==> config.mk <==
export PLATFORM = sky130hd
export DESIGN_NAME = cache_rr_arbiter_flat
export DESIGN_NICKNAME = d
export VERILOG_FILES = /design/src/rtl/cache_rr_arbiter_if.sv /design/src/rtl/cache_rr_arbiter.sv /design/src/flat_wrapper.sv
export SDC_FILE = /design/constraint.sdc
export NUM_CORES = 1
export LEC_CHECK = 0
export BUFFER_PORTS_ARGS = -buffer_cell sky130_fd_sc_hd__buf_2
export CAP_MARGIN = 20
export CORE_AREA = 2 2 365 367
export CTS_CLUSTER_DIAMETER = 60
export DETAILED_ROUTE_END_ITERATION = 12
export DIE_AREA = 0 0 367 369
export PLACE_DENSITY = 0.3
export SYNTH_ARGS = -nofsm -noshare
export SYNTH_HDL_FRONTEND = slang
export SYNTH_SLANG_ARGS = --single-unit
==> constraint.sdc <==
create_clock -name clk_i -period 2.85 [get_ports clk_i]
set_input_delay 0.285 -clock clk_i [delete_from_list [all_inputs] [get_ports clk_i]]
set_output_delay 0.285 -clock clk_i [all_outputs]
set_load 0.005 [all_outputs]
==> src/rtl/cache_rr_arbiter_if.sv <==
// ---------------------------------------------------------------------------
// cache_rr_arbiter_if
// Bundles every bus signal of the cache round-robin arbiter: the packed
// requester side, the victim-cache lookup port and the L2 memory port.
// Signal suffixes (_i/_o) are named from the arbiter's point of view.
//   slave  : arbiter side (drives responses, lookups and memory requests)
//   master : environment side (requesters, victim cache, L2)
// ---------------------------------------------------------------------------
interface cache_rr_arbiter_if #(
  parameter int NUM_REQ = 2,
  parameter int ADDR_W  = 32,
  parameter int DATA_W  = 128
);
  // requester side
  logic [NUM_REQ-1:0]        req_valid_i;
  logic [NUM_REQ-1:0]        req_rw_i;
  logic [NUM_REQ*ADDR_W-1:0] req_addr_i;
  logic [NUM_REQ*DATA_W-1:0] req_data_i;
  logic [NUM_REQ-1:0]        rsp_ready_o;
  logic [DATA_W-1:0]         rsp_data_o;
  logic [NUM_REQ-1:0]        grant_o;
  // victim-cache lookup port
  logic                      vc_req_valid_o;
  logic [ADDR_W-1:0]         vc_req_addr_o;
  logic                      vc_miss_i;
  logic [DATA_W-1:0]         vc_rsp_data_i;
  // L2 memory port
  logic                      mem_req_valid_o;
  logic                      mem_req_rw_o;
  logic [ADDR_W-1:0]         mem_req_addr_o;
  logic [DATA_W-1:0]         mem_req_data_o;
  logic                      mem_rsp_ready_i;
  logic [DATA_W-1:0]         mem_rsp_data_i;

  modport slave (
    input  req_valid_i, req_rw_i, req_addr_i, req_data_i,
    input  vc_miss_i, vc_rsp_data_i, mem_rsp_ready_i, mem_rsp_data_i,
    output rsp_ready_o, rsp_data_o, grant_o,
    output vc_req_valid_o, vc_req_addr_o,
    output mem_req_valid_o, mem_req_rw_o, mem_req_addr_o, mem_req_data_o
  );

  modport master (
    output req_valid_i, req_rw_i, req_addr_i, req_data_i,
    output vc_miss_i, vc_rsp_data_i, mem_rsp_ready_i, mem_rsp_data_i,
    input  rsp_ready_o, rsp_data_o, grant_o,
    input  vc_req_valid_o, vc_req_addr_o,
    input  mem_req_valid_o, mem_req_rw_o, mem_req_addr_o, mem_req_data_o
  );
endinterface

==> src/rtl/cache_rr_arbiter.sv <==
// ---------------------------------------------------------------------------
// cache_rr_arbiter
// Round-robin arbiter that funnels NUM_REQ L1 requesters onto one L2 port,
// optionally probing a victim cache before memory for reads.
// Ports:
//   clk_i        : single clock, rising edge
//   rst_ni       : asynchronous active-low reset
//   bus          : cache_rr_arbiter_if.slave (requesters, victim cache, L2)
//   vc_hit_cnt_o : saturating 16-bit victim-cache hit counter
// Flow: IDLE grants the first valid requester at/after rr_ptr and latches its
// request; reads go to VC_LOOKUP (one cycle) when VC_EN=1, everything else
// (and VC misses) goes to MEM until the L2 completes.
// ---------------------------------------------------------------------------
module cache_rr_arbiter #(
  parameter int NUM_REQ = 2,
  parameter int ADDR_W  = 32,
  parameter int DATA_W  = 128,
  parameter int OFF_W   = 4,
  parameter int VC_EN   = 1
) (
  input  logic                 clk_i,
  input  logic                 rst_ni,
  cache_rr_arbiter_if.slave    bus,
  output logic [15:0]          vc_hit_cnt_o
);
  localparam int IDX_W = $clog2(NUM_REQ);

  typedef enum logic [1:0] {IDLE, VC_LOOKUP, MEM} state_e;

  state_e              state_q, state_d;
  logic [IDX_W-1:0]    rr_ptr_q, rr_ptr_d;
  logic [IDX_W-1:0]    idx_q, idx_d;
  logic                rw_q, rw_d;
  logic [ADDR_W-1:0]   addr_q, addr_d;
  logic [DATA_W-1:0]   data_q, data_d;
  logic [15:0]         vc_hit_cnt_q, vc_hit_cnt_d;

  // Unpacked views of the packed requester buses.
  logic [ADDR_W-1:0]   req_addr [NUM_REQ];
  logic [DATA_W-1:0]   req_data [NUM_REQ];

  for (genvar gi = 0; gi < NUM_REQ; gi++) begin : g_unpack
    assign req_addr[gi] = bus.req_addr_i[gi*ADDR_W +: ADDR_W];
    assign req_data[gi] = bus.req_data_i[gi*DATA_W +: DATA_W];
  end

  // Round-robin pick: scan offsets from high to low so the lowest offset
  // from rr_ptr (the nearest valid requester going upward) wins last.
  logic                pick_valid;
  logic [IDX_W-1:0]    pick_idx;
  logic [IDX_W:0]      cand;

  always_comb begin
    pick_valid = 1'b0;
    pick_idx   = '0;
    cand       = '0;
    for (int i = NUM_REQ - 1; i >= 0; i--) begin
      cand = {1'b0, rr_ptr_q} + (IDX_W+1)'(i);
      if (cand >= (IDX_W+1)'(NUM_REQ)) begin
        cand = cand - (IDX_W+1)'(NUM_REQ);
      end
      if (bus.req_valid_i[cand[IDX_W-1:0]]) begin
        pick_valid = 1'b1;
        pick_idx   = cand[IDX_W-1:0];
      end
    end
  end

  logic [NUM_REQ-1:0]  idx_onehot;
  logic [IDX_W-1:0]    next_ptr;
  logic [ADDR_W-1:0]   addr_aligned;

  assign idx_onehot   = {{(NUM_REQ-1){1'b0}}, 1'b1} << idx_q;
  assign next_ptr     = (idx_q == IDX_W'(NUM_REQ - 1)) ? '0 : idx_q + 1'b1;
  assign addr_aligned = {addr_q[ADDR_W-1:OFF_W], {OFF_W{1'b0}}};

  always_comb begin
    state_d             = state_q;
    rr_ptr_d            = rr_ptr_q;
    idx_d               = idx_q;
    rw_d                = rw_q;
    addr_d              = addr_q;
    data_d              = data_q;
    vc_hit_cnt_d        = vc_hit_cnt_q;
    bus.rsp_ready_o     = '0;
    bus.rsp_data_o      = '0;
    bus.grant_o         = '0;
    bus.vc_req_valid_o  = 1'b0;
    bus.vc_req_addr_o   = '0;
    bus.mem_req_valid_o = 1'b0;
    bus.mem_req_rw_o    = 1'b0;
    bus.mem_req_addr_o  = '0;
    bus.mem_req_data_o  = '0;

    unique case (state_q)
      IDLE: begin
        if (pick_valid) begin
          idx_d  = pick_idx;
          rw_d   = bus.req_rw_i[pick_idx];
          addr_d = req_addr[pick_idx];
          data_d = req_data[pick_idx];
          state_d = ((VC_EN != 0) && !bus.req_rw_i[pick_idx]) ? VC_LOOKUP : MEM;
        end
      end

      VC_LOOKUP: begin
        bus.grant_o        = idx_onehot;
        bus.vc_req_valid_o = 1'b1;
        bus.vc_req_addr_o  = addr_q;
        if (!bus.vc_miss_i) begin
          bus.rsp_ready_o = idx_onehot;
          bus.rsp_data_o  = bus.vc_rsp_data_i;
          if (vc_hit_cnt_q != 16'hFFFF) begin
            vc_hit_cnt_d = vc_hit_cnt_q + 16'd1;
          end
          rr_ptr_d = next_ptr;
          state_d  = IDLE;
        end else begin
          state_d = MEM;
        end
      end

      MEM: begin
        bus.grant_o         = idx_onehot;
        bus.mem_req_valid_o = 1'b1;
        bus.mem_req_rw_o    = rw_q;
        bus.mem_req_addr_o  = addr_aligned;
        bus.mem_req_data_o  = data_q;
        if (bus.mem_rsp_ready_i) begin
          bus.rsp_ready_o = idx_onehot;
          // Writes complete with zero data so stale read data never leaks.
          bus.rsp_data_o  = rw_q ? '0 : bus.mem_rsp_data_i;
          rr_ptr_d        = next_ptr;
          state_d         = IDLE;
        end
      end

      default: state_d = IDLE;
    endcase
  end

  always_ff @(posedge clk_i or negedge rst_ni) begin
    if (!rst_ni) begin
      state_q      <= IDLE;
      rr_ptr_q     <= '0;
      idx_q        <= '0;
      rw_q         <= 1'b0;
      addr_q       <= '0;
      data_q       <= '0;
      vc_hit_cnt_q <= '0;
    end else begin
      state_q      <= state_d;
      rr_ptr_q     <= rr_ptr_d;
      idx_q        <= idx_d;
      rw_q         <= rw_d;
      addr_q       <= addr_d;
      data_q       <= data_d;
      vc_hit_cnt_q <= vc_hit_cnt_d;
    end
  end

  assign vc_hit_cnt_o = vc_hit_cnt_q;

endmodule

==> src/flat_wrapper.sv <==
// flat-port wrapper written by rule: the top's interface ports become plain ports
module cache_rr_arbiter_flat 
#(
  parameter int NUM_REQ = 2,
  parameter int ADDR_W  = 32,
  parameter int DATA_W  = 128,
  parameter int OFF_W   = 4,
  parameter int VC_EN   = 1
)
  (clk_i, rst_ni, vc_hit_cnt_o, bus_req_valid_i, bus_req_rw_i, bus_req_addr_i, bus_req_data_i, bus_vc_miss_i, bus_vc_rsp_data_i, bus_mem_rsp_ready_i, bus_mem_rsp_data_i, bus_rsp_ready_o, bus_rsp_data_o, bus_grant_o, bus_vc_req_valid_o, bus_vc_req_addr_o, bus_mem_req_valid_o, bus_mem_req_rw_o, bus_mem_req_addr_o, bus_mem_req_data_o);
  cache_rr_arbiter_if #(.NUM_REQ(NUM_REQ), .ADDR_W(ADDR_W), .DATA_W(DATA_W)) bus_i ();
  input  logic clk_i;
  input  logic rst_ni;
  output logic [15:0] vc_hit_cnt_o;
  input wire logic [$bits(bus_i.req_valid_i)-1:0] bus_req_valid_i;
  input wire logic [$bits(bus_i.req_rw_i)-1:0] bus_req_rw_i;
  input wire logic [$bits(bus_i.req_addr_i)-1:0] bus_req_addr_i;
  input wire logic [$bits(bus_i.req_data_i)-1:0] bus_req_data_i;
  input wire logic [$bits(bus_i.vc_miss_i)-1:0] bus_vc_miss_i;
  input wire logic [$bits(bus_i.vc_rsp_data_i)-1:0] bus_vc_rsp_data_i;
  input wire logic [$bits(bus_i.mem_rsp_ready_i)-1:0] bus_mem_rsp_ready_i;
  input wire logic [$bits(bus_i.mem_rsp_data_i)-1:0] bus_mem_rsp_data_i;
  output wire logic [$bits(bus_i.rsp_ready_o)-1:0] bus_rsp_ready_o;
  output wire logic [$bits(bus_i.rsp_data_o)-1:0] bus_rsp_data_o;
  output wire logic [$bits(bus_i.grant_o)-1:0] bus_grant_o;
  output wire logic [$bits(bus_i.vc_req_valid_o)-1:0] bus_vc_req_valid_o;
  output wire logic [$bits(bus_i.vc_req_addr_o)-1:0] bus_vc_req_addr_o;
  output wire logic [$bits(bus_i.mem_req_valid_o)-1:0] bus_mem_req_valid_o;
  output wire logic [$bits(bus_i.mem_req_rw_o)-1:0] bus_mem_req_rw_o;
  output wire logic [$bits(bus_i.mem_req_addr_o)-1:0] bus_mem_req_addr_o;
  output wire logic [$bits(bus_i.mem_req_data_o)-1:0] bus_mem_req_data_o;
  assign bus_i.req_valid_i = bus_req_valid_i;
  assign bus_i.req_rw_i = bus_req_rw_i;
  assign bus_i.req_addr_i = bus_req_addr_i;
  assign bus_i.req_data_i = bus_req_data_i;
  assign bus_i.vc_miss_i = bus_vc_miss_i;
  assign bus_i.vc_rsp_data_i = bus_vc_rsp_data_i;
  assign bus_i.mem_rsp_ready_i = bus_mem_rsp_ready_i;
  assign bus_i.mem_rsp_data_i = bus_mem_rsp_data_i;
  assign bus_rsp_ready_o = bus_i.rsp_ready_o;
  assign bus_rsp_data_o = bus_i.rsp_data_o;
  assign bus_grant_o = bus_i.grant_o;
  assign bus_vc_req_valid_o = bus_i.vc_req_valid_o;
  assign bus_vc_req_addr_o = bus_i.vc_req_addr_o;
  assign bus_mem_req_valid_o = bus_i.mem_req_valid_o;
  assign bus_mem_req_rw_o = bus_i.mem_req_rw_o;
  assign bus_mem_req_addr_o = bus_i.mem_req_addr_o;
  assign bus_mem_req_data_o = bus_i.mem_req_data_o;
  cache_rr_arbiter #(.NUM_REQ(NUM_REQ), .ADDR_W(ADDR_W), .DATA_W(DATA_W), .OFF_W(OFF_W), .VC_EN(VC_EN)) u_core (.clk_i(clk_i), .rst_ni(rst_ni), .bus(bus_i), .vc_hit_cnt_o(vc_hit_cnt_o));
endmodule
Word-level counts from Yosys, hierarchy flattened
Cells that the tools add are included.
- register bits: 181
- input bits: 584
- logic and storage cells: 75
- shifts and indexed selects: 1
- $lt $le $gt $ge: 6
- $add $sub $neg: 5
- reductions and logical operators: 7
- bitwise logic cells: 2
- eq/ne operators: 6
- multiplexer cells: 41
- operators by type and width (operator ; number):
    128-bit two-way mux ; 7
    128-bit one-hot mux with 2 select lines ; 1
    32-bit two-way mux ; 5
    1-bit two-way mux ; 18
    16-bit by 1-bit adder with 16-bit output (second input constant) ; 1
    16-bit != test (second input constant) ; 1
    2-bit two-way mux ; 7
    1-bit by 2-bit less-than comparator with 1-bit output (second input constant) ; 3
    2-bit one-hot mux with 3 select lines ; 1
    3-bit AND reduction ; 2
    2-bit >= comparator (second input constant) ; 2
    2-bit != test (second input constant) ; 2
    2-bit one-hot mux with 2 select lines ; 1
    2-bit AND reduction ; 2
    1-bit by 1-bit adder with 2-bit output (second input constant) ; 1
    2-bit by 1-bit == test with 1-bit output (second input constant) ; 1
    2-bit == test (second input constant) ; 1
    1-bit by 2-bit >= comparator with 1-bit output (second input constant) ; 1
    2-bit zero test ; 1
    2-bit by 1-bit != test with 1-bit output (second input constant) ; 1
    1-bit NOT with 2-bit output ; 1
    1-bit one-hot mux with 2 select lines ; 1
    2-bit nonzero test ; 1
    2-bit OR reduction ; 1
    4 further kinds ; 5

Logic depth before layout (Yosys ltp)
- depth after elaboration: 12
- mapped depth: 8
- mapped depth without buffers: 6

Worst setup path after synthesis
Ideal clock, no wire load.
- path type: reg2out
- start point: register u_core.state_q[0]
- end point: output bus_rsp_data_o[100]
- data arrival time: 1.560 ns
- stages on the path, launching flop included: 9
- path slack: 1.005 ns
- path buffers: 2
- path through: dfrtp_1 > inv_1 > ha_1 > nand2_1 > nor2_1 > clkbuf_1 > buf_2 > a22oi_1 > nor2b_1
- word-level cells in the longest chain between the ends: 2
- elaborated cells on any way between the ends: 3
- classes of those cells: eq/ne (2); mux (1)
- RTL lines (element ; RTL line ; text):
    from (decl) ; cache_rr_arbiter.sv:30 ; state_e state_q, state_d;
    from (signal assigned) ; cache_rr_arbiter.sv:152 ; state_q <= state_d;
    2-bit == test or 2-bit by 1-bit == test with 1-bit output (tied branches) ; cache_rr_arbiter.sv:95 ; unique case (state_q)
    128-bit one-hot mux with 2 select lines (*) ; cache_rr_arbiter.sv:95 ;
    to (decl) ; flat_wrapper.sv:24 ; output wire logic [$bits(bus_i.rsp_data_o)-1:0] bus_rsp_data_o;
Every way passes the cells marked *; elsewhere a longest branch is shown, timed or not.

Final worst setup path
- start point: register u_core.state_q[0]
- end point: output bus_rsp_data_o[92]
The elaborated chain is that of the path after synthesis.

==> flow_metrics.env <==
export IMPL_clock_skew_ps=20.85
export IMPL_yosys_area_top_type="dfrtp_1"
export IMPL_required_ps=2570
export IMPL_p_per_area_nw_per_um2=785.9
export IMPL_area_growth_pct=74.02
export IMPL_post_synth_cell_area_avg_um2=8.861
export IMPL_synthCells=1318
export IMPL_hold_viol=0
export IMPL_slew_viol_final=0
export IMPL_max_freq_ghz=0.3754
export IMPL_rsz0062_at_grt="false"
export IMPL_vias=13490
export IMPL_startpoint_type="register"
export IMPL_tightest_slew_ps=679.6
export IMPL_cts_tree="done"
export IMPL_gp_congestion=0.7809
export IMPL_path_delay_family="buffers and inverters"
export IMPL_h_tree_depth=4
export IMPL_critPathMaxFanout=33
export IMPL_overflow=0
export IMPL_async_reset_ff_frac=1.000
export IMPL_tns_ps=0
export IMPL_worstSkewPairLatency_ps=530
export IMPL_worst_slack_ps=185.8
export IMPL_nets=2894
export IMPL_yosysMostFrequentCell="and2_1"
export IMPL_critPathMaxStageDelay_ps=410
export IMPL_cpMaxStageDelayCell="dfrtp_1"
export IMPL_grt_antenna_before_repair=67
export IMPL_top_level_ports=927
export IMPL_synth_ff_type="dfrtp_1"
export IMPL_first_pass_iters=5
export IMPL_die_h_um=369
export IMPL_die_w_um=367
export IMPL_synth_edff_count=0
export IMPL_place_ws_ps=618.1
export IMPL_fin_crit_ps=2664
export IMPL_p_leak_nw=10.27
export IMPL_cts_sinks=181
export IMPL_critical_path_arrival_ps=2380
export IMPL_total_power_w=0.01597
export IMPL_synth_area_leaders="dfrtp_1, mux2i_1, and2_1"
export IMPL_grt_max_degree=130
export IMPL_grt_pass1_vias=13640
export IMPL_relSlewSlack=0.5452
export IMPL_drv_cap=0
export IMPL_status="completed"
export IMPL_numCtsBuffers=17
export IMPL_dpl_cell_count=3930
export IMPL_syn_area_um2=11680
export IMPL_n_fill_cell=15160
export IMPL_path_clk_slew_ps=80
export IMPL_postLayoutCoreUtil=0.1550
export IMPL_clockBufferDepth=2
export IMPL_layoutNonFillerInstCount=4080
export IMPL_ys_warn_count=0
export IMPL_postRouteAntennaNets=0
export IMPL_drt_iter0_markers=648
export IMPL_clockRootBuffer="clkbuf_16"
export IMPL_worstPathCellList="inv_1, ha_4, nand2_1, nor2_4, buf_12, buf_6, a22oi_1, nor2b_1, buf_2"
export IMPL_drt_wl_total_um=82890
export IMPL_vias_per_cell=3.305
export IMPL_grtUsageTotal=0.1187
export IMPL_wl_per_cell_um=20.32
export IMPL_synth_distinct_cells=36
export IMPL_dieArea_um2=135400
export IMPL_grt_pass1_wl_um=111500
export IMPL_hold_class="in -> reg"
export IMPL_num_rows=133
export IMPL_ys_ff_latch=181
export IMPL_numPortBuffers=922
export IMPL_core_area_um2=131100
export IMPL_period_share=0.9348
export IMPL_drive_above_1_share=0.4390
export IMPL_end_kind="output port"
export IMPL_yosysTopAreaCellShare=0.3878
export IMPL_max_vdd_ir_drop_mv=0.7166
export IMPL_start_util=0.08906
export IMPL_dp_hpwl_um=69830
export IMPL_synth_common_cells="and2_1, dfrtp_1, nand2_1"
export IMPL_crit_buf_inv=4
export IMPL_drc=0
export IMPL_critPathKind="reg -> out"
export IMPL_setup_viol=0
export IMPL_ys_seq_area_frac=0.3878
-- area by class of cell --
type	count	area, um2	share of cell area
diodes	6	15.01	0.0007388
clock buffers	19	442.9	0.02179
clock inverters	13	156.4	0.007696
inverters	5	18.77	0.0009235
multi-input cells	1015	6591	0.3243
flip-flops and latches	181	4529	0.2229
well taps	1755	2196	0.1080
repair buffers	1086	6374	0.3136
-- flip-flops by register name, indices dropped and copies added, names as in the netlist --
register	flops
u_core.idx_q	1
u_core.rw_q	1
u_core.addr_q	32
u_core.vc_hit_cnt_o	16
u_core.data_q	128
u_core.state_q	2
u_core.rr_ptr_q	1
-- layer usage --
| metal | vias to the layer above | global-route usage | routed length (um) |
|---|---|---|---|
| li1 | 6491 | - | - |
| met1 | 6181 | 0.1384 | 34140 |
| met2 | 658 | 0.2096 | 41070 |
| met3 | 136 | 0.04017 | 6023 |
| met4 | 20 | 0.02396 | 1541 |
| met5 | - | 0 | 123 |
-- cell families (layout without fill, tap and decap cells) --
logic type	count (synthesis)	in the layout	synth area share
AO/OA/AOI/OAI	304	304	0.1597
XOR/XNOR	14	14	0.01050
adder cells (fa/ha/maj)	4	4	0.004286
buffers and inverters	125	1123	0.05400
flip-flops	181	181	0.3878
multiplexers	161	161	0.1384
other	1	10	0.0003211
AND/OR/NAND/NOR	528	528	0.2449
-- metrics by stage --
stage          instance area, um2  hold WS, ps
4_1_cts                     20310       0.1514
3_5_place_dp                18580        287.7
5_1_grt                     20320        21.32
6_report                    20320        62.24
2_1_floorplan               11690       -10.59
3_3_place_gp                18580        288.0
-- worst reg2reg max path, cell delays in order, from the launching register on --
cell,delay (ps)
dfrtp_1,450
o21ai_4,250
buf_12,190
buf_12,330
mux2i_1,340
dlygate4sd3_1,580
o21ai_1,60
-- worst paths after layout --
kind	endpoint	slack, ps	startpoint	cells after the start
max in group asynchronous	u_core.vc_hit_cnt_o[0]	1770	rst_ni	3
max	bus_rsp_data_o[92]	190	u_core.state_q[0]	9
min reg2reg	u_core.data_q[106]	480	u_core.data_q[106]	2
max reg2reg	u_core.data_q[56]	550	u_core.rr_ptr_q	6
min in group asynchronous	u_core.data_q[8]	300	rst_ni	2
min	u_core.data_q[125]	60	bus_req_data_i[253]	3
-- power by group --
group | internal, W | leakage, nW | total [W] | switching, W
registers | 0.00375 | 2.24 | 0.00455 | 0.000798
clock network | 0.00135 | 0.299 | 0.00271 | 0.00136
logic | 0.00395 | 7.73 | 0.00871 | 0.00476
-- cell usage in the layout, fill, tap and decap left out, drive strengths merged, types with 3 or more instances in the layout --
cell         instances
a21oi                3
a22oi              128
and2               191
and3                 3
buf                977
clkbuf              19
clkinv               3
conb                 4
dfrtp              181
diode                6
dlygate4sd3        109
ha                   4
inv                 13
mux2i              160
nand2              174
nand3                4
nand4                6
nor2                 5
nor2b              133
nor3                 6
o21ai              168
xnor2                4
xor2                10
-- what timing repair did --
item	CTS	global route
setup endpoints to repair	8	0
hold endpoints to repair	120	0
resized for setup	2	0
hold buffers	109	0
setup buffers	3	0
(Power assumes the default switching activity.)
